--- config.mk ---
export PLATFORM = sky130hd
export DESIGN_NAME = pipe_stage_skid
export DESIGN_NICKNAME = d
export VERILOG_FILES = /design/src/rtl/pipe_stage_skid.sv
export SDC_FILE = /design/constraint.sdc
export NUM_CORES = 1
export LEC_CHECK = 0
export ABC_AREA = 1
export BUFFER_PORTS_ARGS = -buffer_cell sky130_fd_sc_hd__buf_4
export CELL_PAD_IN_SITES_DETAIL_PLACEMENT = 1
export CELL_PAD_IN_SITES_GLOBAL_PLACEMENT = 2
export CORE_MARGIN = 4
export CORE_UTILIZATION = 32
export DETAILED_ROUTE_END_ITERATION = 16
export GPL_TIMING_DRIVEN = 0
export PLACE_DENSITY = 0.82
export SKIP_LAST_GASP = 1
export SLEW_MARGIN = 0
export SYNTH_ARGS = -nofsm -noshare
export SYNTH_HDL_FRONTEND = slang
export SYNTH_SLANG_ARGS = --single-unit
--- constraint.sdc ---
create_clock -name clk -period 4.17 [get_ports clk]
set_input_delay 0.417 -clock clk [delete_from_list [all_inputs] [get_ports clk]]
set_output_delay 0.417 -clock clk [all_outputs]
set_load 0.05 [all_outputs]
--- src/rtl/pipe_stage_skid.sv ---
// Two-entry (main + skid) valid/ready pipeline register.
// Registered upstream ready, flush with clear mask, stall counter.
module pipe_stage_skid #(
  parameter int                   PAYLOAD_W = 32,
  parameter logic [PAYLOAD_W-1:0] CLR_MASK  = {PAYLOAD_W{1'b1}},
  parameter int                   CNT_W     = 16
) (
  input  logic                 clk,
  input  logic                 rst,
  input  logic                 flush,
  input  logic                 in_valid,
  output logic                 in_ready,
  input  logic [PAYLOAD_W-1:0] in_data,
  output logic                 out_valid,
  input  logic                 out_ready,
  output logic [PAYLOAD_W-1:0] out_data,
  input  logic                 cnt_clr,
  output logic [CNT_W-1:0]     stall_cnt
);

  // bit0 = main entry valid, bit1 = skid entry valid
  typedef enum logic [1:0] {
    EMPTY = 2'b00,
    ONE   = 2'b01,
    FULL  = 2'b11
  } state_e;

  state_e               state_q;
  logic [PAYLOAD_W-1:0] m_data_q;
  logic [PAYLOAD_W-1:0] s_data_q;
  logic [CNT_W-1:0]     cnt_q;
  logic [CNT_W-1:0]     cnt_d;

  logic m_valid;
  logic s_valid;
  logic in_fire;
  logic out_fire;
  logic stall;

  assign m_valid  = state_q[0];
  assign s_valid  = state_q[1];
  assign in_ready = ~s_valid;
  assign in_fire  = in_valid & in_ready;
  assign out_fire = m_valid & out_ready;
  assign stall    = m_valid & ~out_ready;

  assign out_valid = m_valid;
  assign out_data  = m_data_q;
  assign stall_cnt = cnt_q;

  // Occupancy FSM and payload storage; data only loads on in_fire
  always_ff @(posedge clk) begin
    if (rst) begin
      state_q  <= EMPTY;
      m_data_q <= '0;
      s_data_q <= '0;
    end else if (flush) begin
      state_q  <= EMPTY;
      m_data_q <= m_data_q & ~CLR_MASK;
      s_data_q <= s_data_q & ~CLR_MASK;
    end else begin
      case (state_q)
        EMPTY: begin
          if (in_fire) begin
            state_q  <= ONE;
            m_data_q <= in_data;
          end
        end
        ONE: begin
          if (in_fire && out_fire) begin
            m_data_q <= in_data;
          end else if (in_fire) begin
            state_q  <= FULL;
            s_data_q <= in_data;
          end else if (out_fire) begin
            state_q <= EMPTY;
          end
        end
        FULL: begin
          if (out_fire) begin
            state_q  <= ONE;
            m_data_q <= s_data_q;
          end
        end
        default: state_q <= EMPTY;
      endcase
    end
  end

  // Saturating backpressure counter; clear wins over increment
  always_comb begin
    cnt_d = cnt_q;
    if (cnt_clr)
      cnt_d = '0;
    else if (stall && !(&cnt_q))
      cnt_d = cnt_q + 1'b1;
  end

  // Counter register; flush leaves it alone
  always_ff @(posedge clk) begin
    if (rst)
      cnt_q <= '0;
    else
      cnt_q <= cnt_d;
  end

endmodule

Word level (Yosys, flattened, before mapping) --
Index checks and enable logic that the tools add are counted.
Word-level totals: register bits after elaboration 82, latch bits 0, bits in writable memories 0, memory bits (read-only) 0, bits of input ports 38, output and inout bits 50, logic and storage cells 39, memories 0
Operators by class: add/subtract/negate cells 1, $mul 0, divide/modulo/power cells 0, magnitude comparators 0, equal/unequal tests 7, shifts and indexed selects 0, muxes and demuxes 10, bitwise operators 6, reduce and logical (&&, ||, !) cells 11
Operator list (count):
- 32-bit 2-to-1 mux | 3
- 32-bit case mux with 3 select lines | 1
- 16-bit by 1-bit adder with 16-bit output (second input constant) | 1
- 16-bit AND reduction | 1
- 2-bit 2-to-1 mux | 5
- 2-bit != test (second input constant) | 4
- 4-bit AND reduction | 2
- 2-bit case mux with 3 select lines | 1
- 2-bit OR reduction | 2
- 1-bit AND | 3
- 3-bit != test (second input constant) | 1
- 1-bit inverter | 3
- 3-bit AND reduction | 1
- 3-bit nonzero test | 1
- 2-bit by 1-bit == test with 1-bit output (second input constant) | 1
- 2-bit == test (second input constant) | 1
- 1-bit logical AND | 2
- 2-bit zero test | 1
- 1-bit zero test | 1

Logic depth before layout (Yosys ltp) --
word-level depth 5, depth in mapped cells 10, gate-level depth less buffers 9

Worst setup path after synthesis --
OpenSTA, ideal clock, no wires.
path kind register -> register, start register state_q[0], end register m_data_q[0], in the netlist out_data[0], setup time 0.117 ns, data arrival time 1.905 ns, required time 4.053 ns, setup slack 2.148 ns, cell stages (with the launch flop) 10, cells stage by stage dfxtp_1 -> inv_1 -> ha_1 -> inv_1 -> nor2_1 -> a21oi_4 -> buf_6 -> nand3_1 -> nand2_1 -> nor2_1
On the way: cells in the longest elaborated chain, start to end 4, elaborated cells on any way between the ends 11, those cells by class eq/ne: 5; mux: 1; bitwise: 1; reduce/logical: 4
RTL lines:
- from (decl) | line 28 | state_e state_q;
- from (signal assigned) | line 54 | state_q <= EMPTY;
- from (signal assigned) | line 58 | state_q <= EMPTY;
- from (signal assigned) | line 65 | state_q <= ONE;
- 1-bit AND | line 44 | assign out_fire = m_valid & out_ready;
- 1-bit logical AND | line 70 | if (in_fire && out_fire) begin
- 2-bit != test (no source line)
- 4-bit AND reduction (no source line)
- to (signal assigned) | line 66 | m_data_q <= in_data;
- to (signal assigned) | line 71 | m_data_q <= in_data;
- to (signal assigned) | line 82 | m_data_q <= s_data_q;
- to (decl) | line 29 | logic [PAYLOAD_W-1:0] m_data_q;
Several ways; a longest one is shown, not always the timed one. A chain may end at the register's enable or synchronous reset.

Final worst setup path --
start register state_q[0], end register m_data_q[14], in the netlist out_data[14]
The elaborated chain is that of the path after synthesis.

==> impl_metrics.py <==
metrics = {
    "status": {
        "status": "finished, final reports clean",
    },
    "placed_design": {
        "io_buffer_count": 87,
        "post-dp-hpwl_um": 8390,
        "gp_congestion": 0.811,
    },
    "critical_path": {
        "cp.arrival_ps": 2220,
        "crit_path_start_kind": "flop",
        "endpoint_kind": "flop",
        "worst_ep_required_time_ps": 4410,
        "path_class": "reg2reg",
        "crit_fanout": 10,
    },
    "cts": {
        "worstSkewPairLatency_ps": 350,
        "clock-sinks": 82,
        "tritoncts": "yes",
        "cts_setup_buffers": 0,
        "cts-root-buf": "clkbuf_16",
        "ctsHtreeMaxLevel": 3,
        "ctsResizeCount": 0,
        "path_clk_slew_ps": 60,
        "cts_hold_buffers": 0,
        "numCtsBuffers": 9,
        "clockBufferDepth": 2,
    },
    "sta": {
        "hold_viol_final": 0,
        "worstMarginPinSlew_ps": 545,
        "fin_crit_sh_pct": 47.5,
        "slew_violations": 0,
        "rsz0062_at_grt": "no",
        "whs_ps": 320,
        "slew_headroom_pct": 63.7,
        "setup_violations": 0,
        "fin_tns_setup_ps": 0,
        "fmax_ghz": 0.505,
        "fin_skew_ps": 8.14,
        "period_needed_ps": 1980,
    },
    "drt": {
        "drc": 0,
        "routed_via_density": 4.79,
        "firstDrtPassIters": 4,
        "vias": 3810,
        "post_drt_wl_per_cell_um": 14.4,
        "routed_wl_um": 11400,
        "drtIter0Drc": 132,
        "ant_nets": 0,
    },
    "global_route": {
        "grt_overflow": 0,
        "grt_max_degree": 14,
        "grtUsageTotal_pct": 17.0,
        "grt_antenna_before_repair": 0,
        "first_global_vias": 3997,
        "grt_pass1_wl_um": 19500,
    },
    "finish": {
        "layout.nets": 688,
        "seqCellArea_mm2": 0.00164,
        "multi_input_area_mm2": 0.00202,
        "drive_above_1_share_pct": 20.3,
        "fillers": 1537,
        "diodes": 0,
        "syn_to_final_growth_pct": 29.3,
    },
    "floorplanning": {
        "design.die.area_mm2": 0.0141,
        "core_area_mm2": 0.0120,
        "start_util_pct": 32.8,
        "die_w_um": 119,
        "row_count": 40,
        "die_y_um": 119,
        "ios": 88,
    },
    "synth": {
        "yosysSeqAreaShare_pct": 41.7,
        "netlist_area_mm2": 0.00394,
        "ys_warn_count": 0,
        "synth.net_count": 590,
        "post_synth_inst_count": 546,
        "ys_types": 24,
        "synth_seq_cells": 82,
        "syn_area_per_cell_um2": 7.21,
    },
    "power": {
        "p_per_area_mw_per_mm2": 425,
        "leakage_nw": 2.08,
        "vdd_drop_max_v": 0.000194,
        "p_total_mw": 2.16,
    },
    "min_path": {
        "hold_class": "in2reg",
    },
    "flow_run": {
        "maxCapViolations": 0,
    },
}
[flip-flops by register name, indices dropped and copies added (netlist names)]
name / flops
stall_cnt: 16
state_q: 2
out_data: 32
s_data_q: 32
[per-stage QoR]
step | setup WS, ps | cells | utilization (%) | cell area [µm²]
3_3_place_gp | 2180 | 780 | 39.8 | 4770
6_report | 2190 | 796 | 42.4 | 5090
5_1_grt | 2040 | 796 | 42.4 | 5090
4_1_cts | 2160 | 796 | 42.4 | 5090
3_5_place_dp | 2170 | 780 | 39.8 | 4770
2_1_floorplan | 2150 | 546 | - | 3940
[layout by cell type (no fill, tap or decap)]
cell type / count
nor2_1: 138
nand2_1: 87
buf_4: 87
dfxtp_1: 82
a21oi_1: 46
nand3_1: 45
mux2i_1: 32
o21ai_1: 30
inv_1: 19
buf_2: 12
clkbuf_1: 12
clkbuf_16: 9
o21ai_0: 8
buf_6: 7
ha_1: 6
inv_2: 5
nand4_1: 4
xor2_1: 4
clkbuf_8: 3
nor3_1: 2
clkinv_2: 2
nand3_2: 1
nand4_2: 1
a21oi_4: 1
and2_1: 1
nor2_2: 1
nand2_2: 1
xnor2_1: 1
bufinv_16: 1
clkinv_4: 1
[report_power, final]
group / leakage [nW] / internal [mW] / switching, mW
clock network: 0.159 / 0.512 / 0.336
registers: 0.665 / 0.819 / 0.0214
logic: 1.26 / 0.169 / 0.305
[Yosys cell counts]
library cell  instances  area [µm²]
nor2_1              138         518
nand2_1              87         327
dfxtp_1              82        1640
a21oi_1              46         230
nand3_1              45         225
mux2i_1              32         320
o21ai_1              30         150
inv_1                19        71.3
buf_2                12        60.1
clkbuf_1             12        45.0
o21ai_0               8        40.0
buf_6                 7        78.8
ha_1                  6        75.1
inv_2                 5        18.8
nand4_1               4        25.0
xor2_1                4        35.0
nor3_1                2        10.0
a21oi_4               1        16.3
and2_1                1        6.26
nand2_2               1        6.26
nand3_2               1        10.0
nand4_2               1        12.5
nor2_2                1        6.26
xnor2_1               1        8.76
[final timing paths]
check / startpoint / end / slack, ps / depth (start not counted)
setup / recovery: state_q[0]$_SDFFE_PP0P_ / out_data[14]$_SDFFE_PP0P_ / 2190 / 9
setup reg to reg: state_q[0]$_SDFFE_PP0P_ / out_data[14]$_SDFFE_PP0P_ / 2190 / 9
hold reg to reg: out_data[25]$_SDFFE_PP0P_ / out_data[25]$_SDFFE_PP0P_ / 480 / 2
hold / removal: in_data[8] / s_data_q[8]$_SDFFE_PP0P_ / 320 / 3
[worst max-delay path: stages, from the launching register on]
cell	delay, ps
dfxtp_1	520
inv_1	120
ha_1	330
inv_1	60
nor2_1	50
a21oi_4	350
buf_6	210
nand3_1	100
nand2_1	90
nor2_1	40
[layout make-up]
cell class | count | share of cell area, %
Multi-Input combinational cell | 409 | 39.7
Sequential cell | 82 | 32.3
Timing Repair Buffer | 87 | 12.8
Clock buffer | 12 | 5.24
Buffer | 31 | 3.61
Tap cell | 147 | 3.61
Inverter | 24 | 1.77
Clock inverter | 4 | 0.959
[logic make-up (layout without fill, tap and decap cells)]
logic type	Yosys count	count (layout)	synth area share (%)
simple gates	281	281	29.1
mux	32	32	8.13
xor+xnor	5	5	1.11
fa+ha+maj	6	6	1.91
flops	82	82	41.7
buf+inv	55	158	6.96
compound gates	85	85	11.1
[metal layers]
metal  vias to the layer above  GRT usage, %  part of all wire, %  routed length, µm
met4                         0          6.30                  1.7                199
met2                        58          27.6                   46               5250
li1                       1976             -                    -                  -
met1                      1761          22.5                   50               5690
met3                        15          3.13                  2.5                290
met5                         -             0                    0                  0
Note: power is estimated with default switching activity, not from simulation.
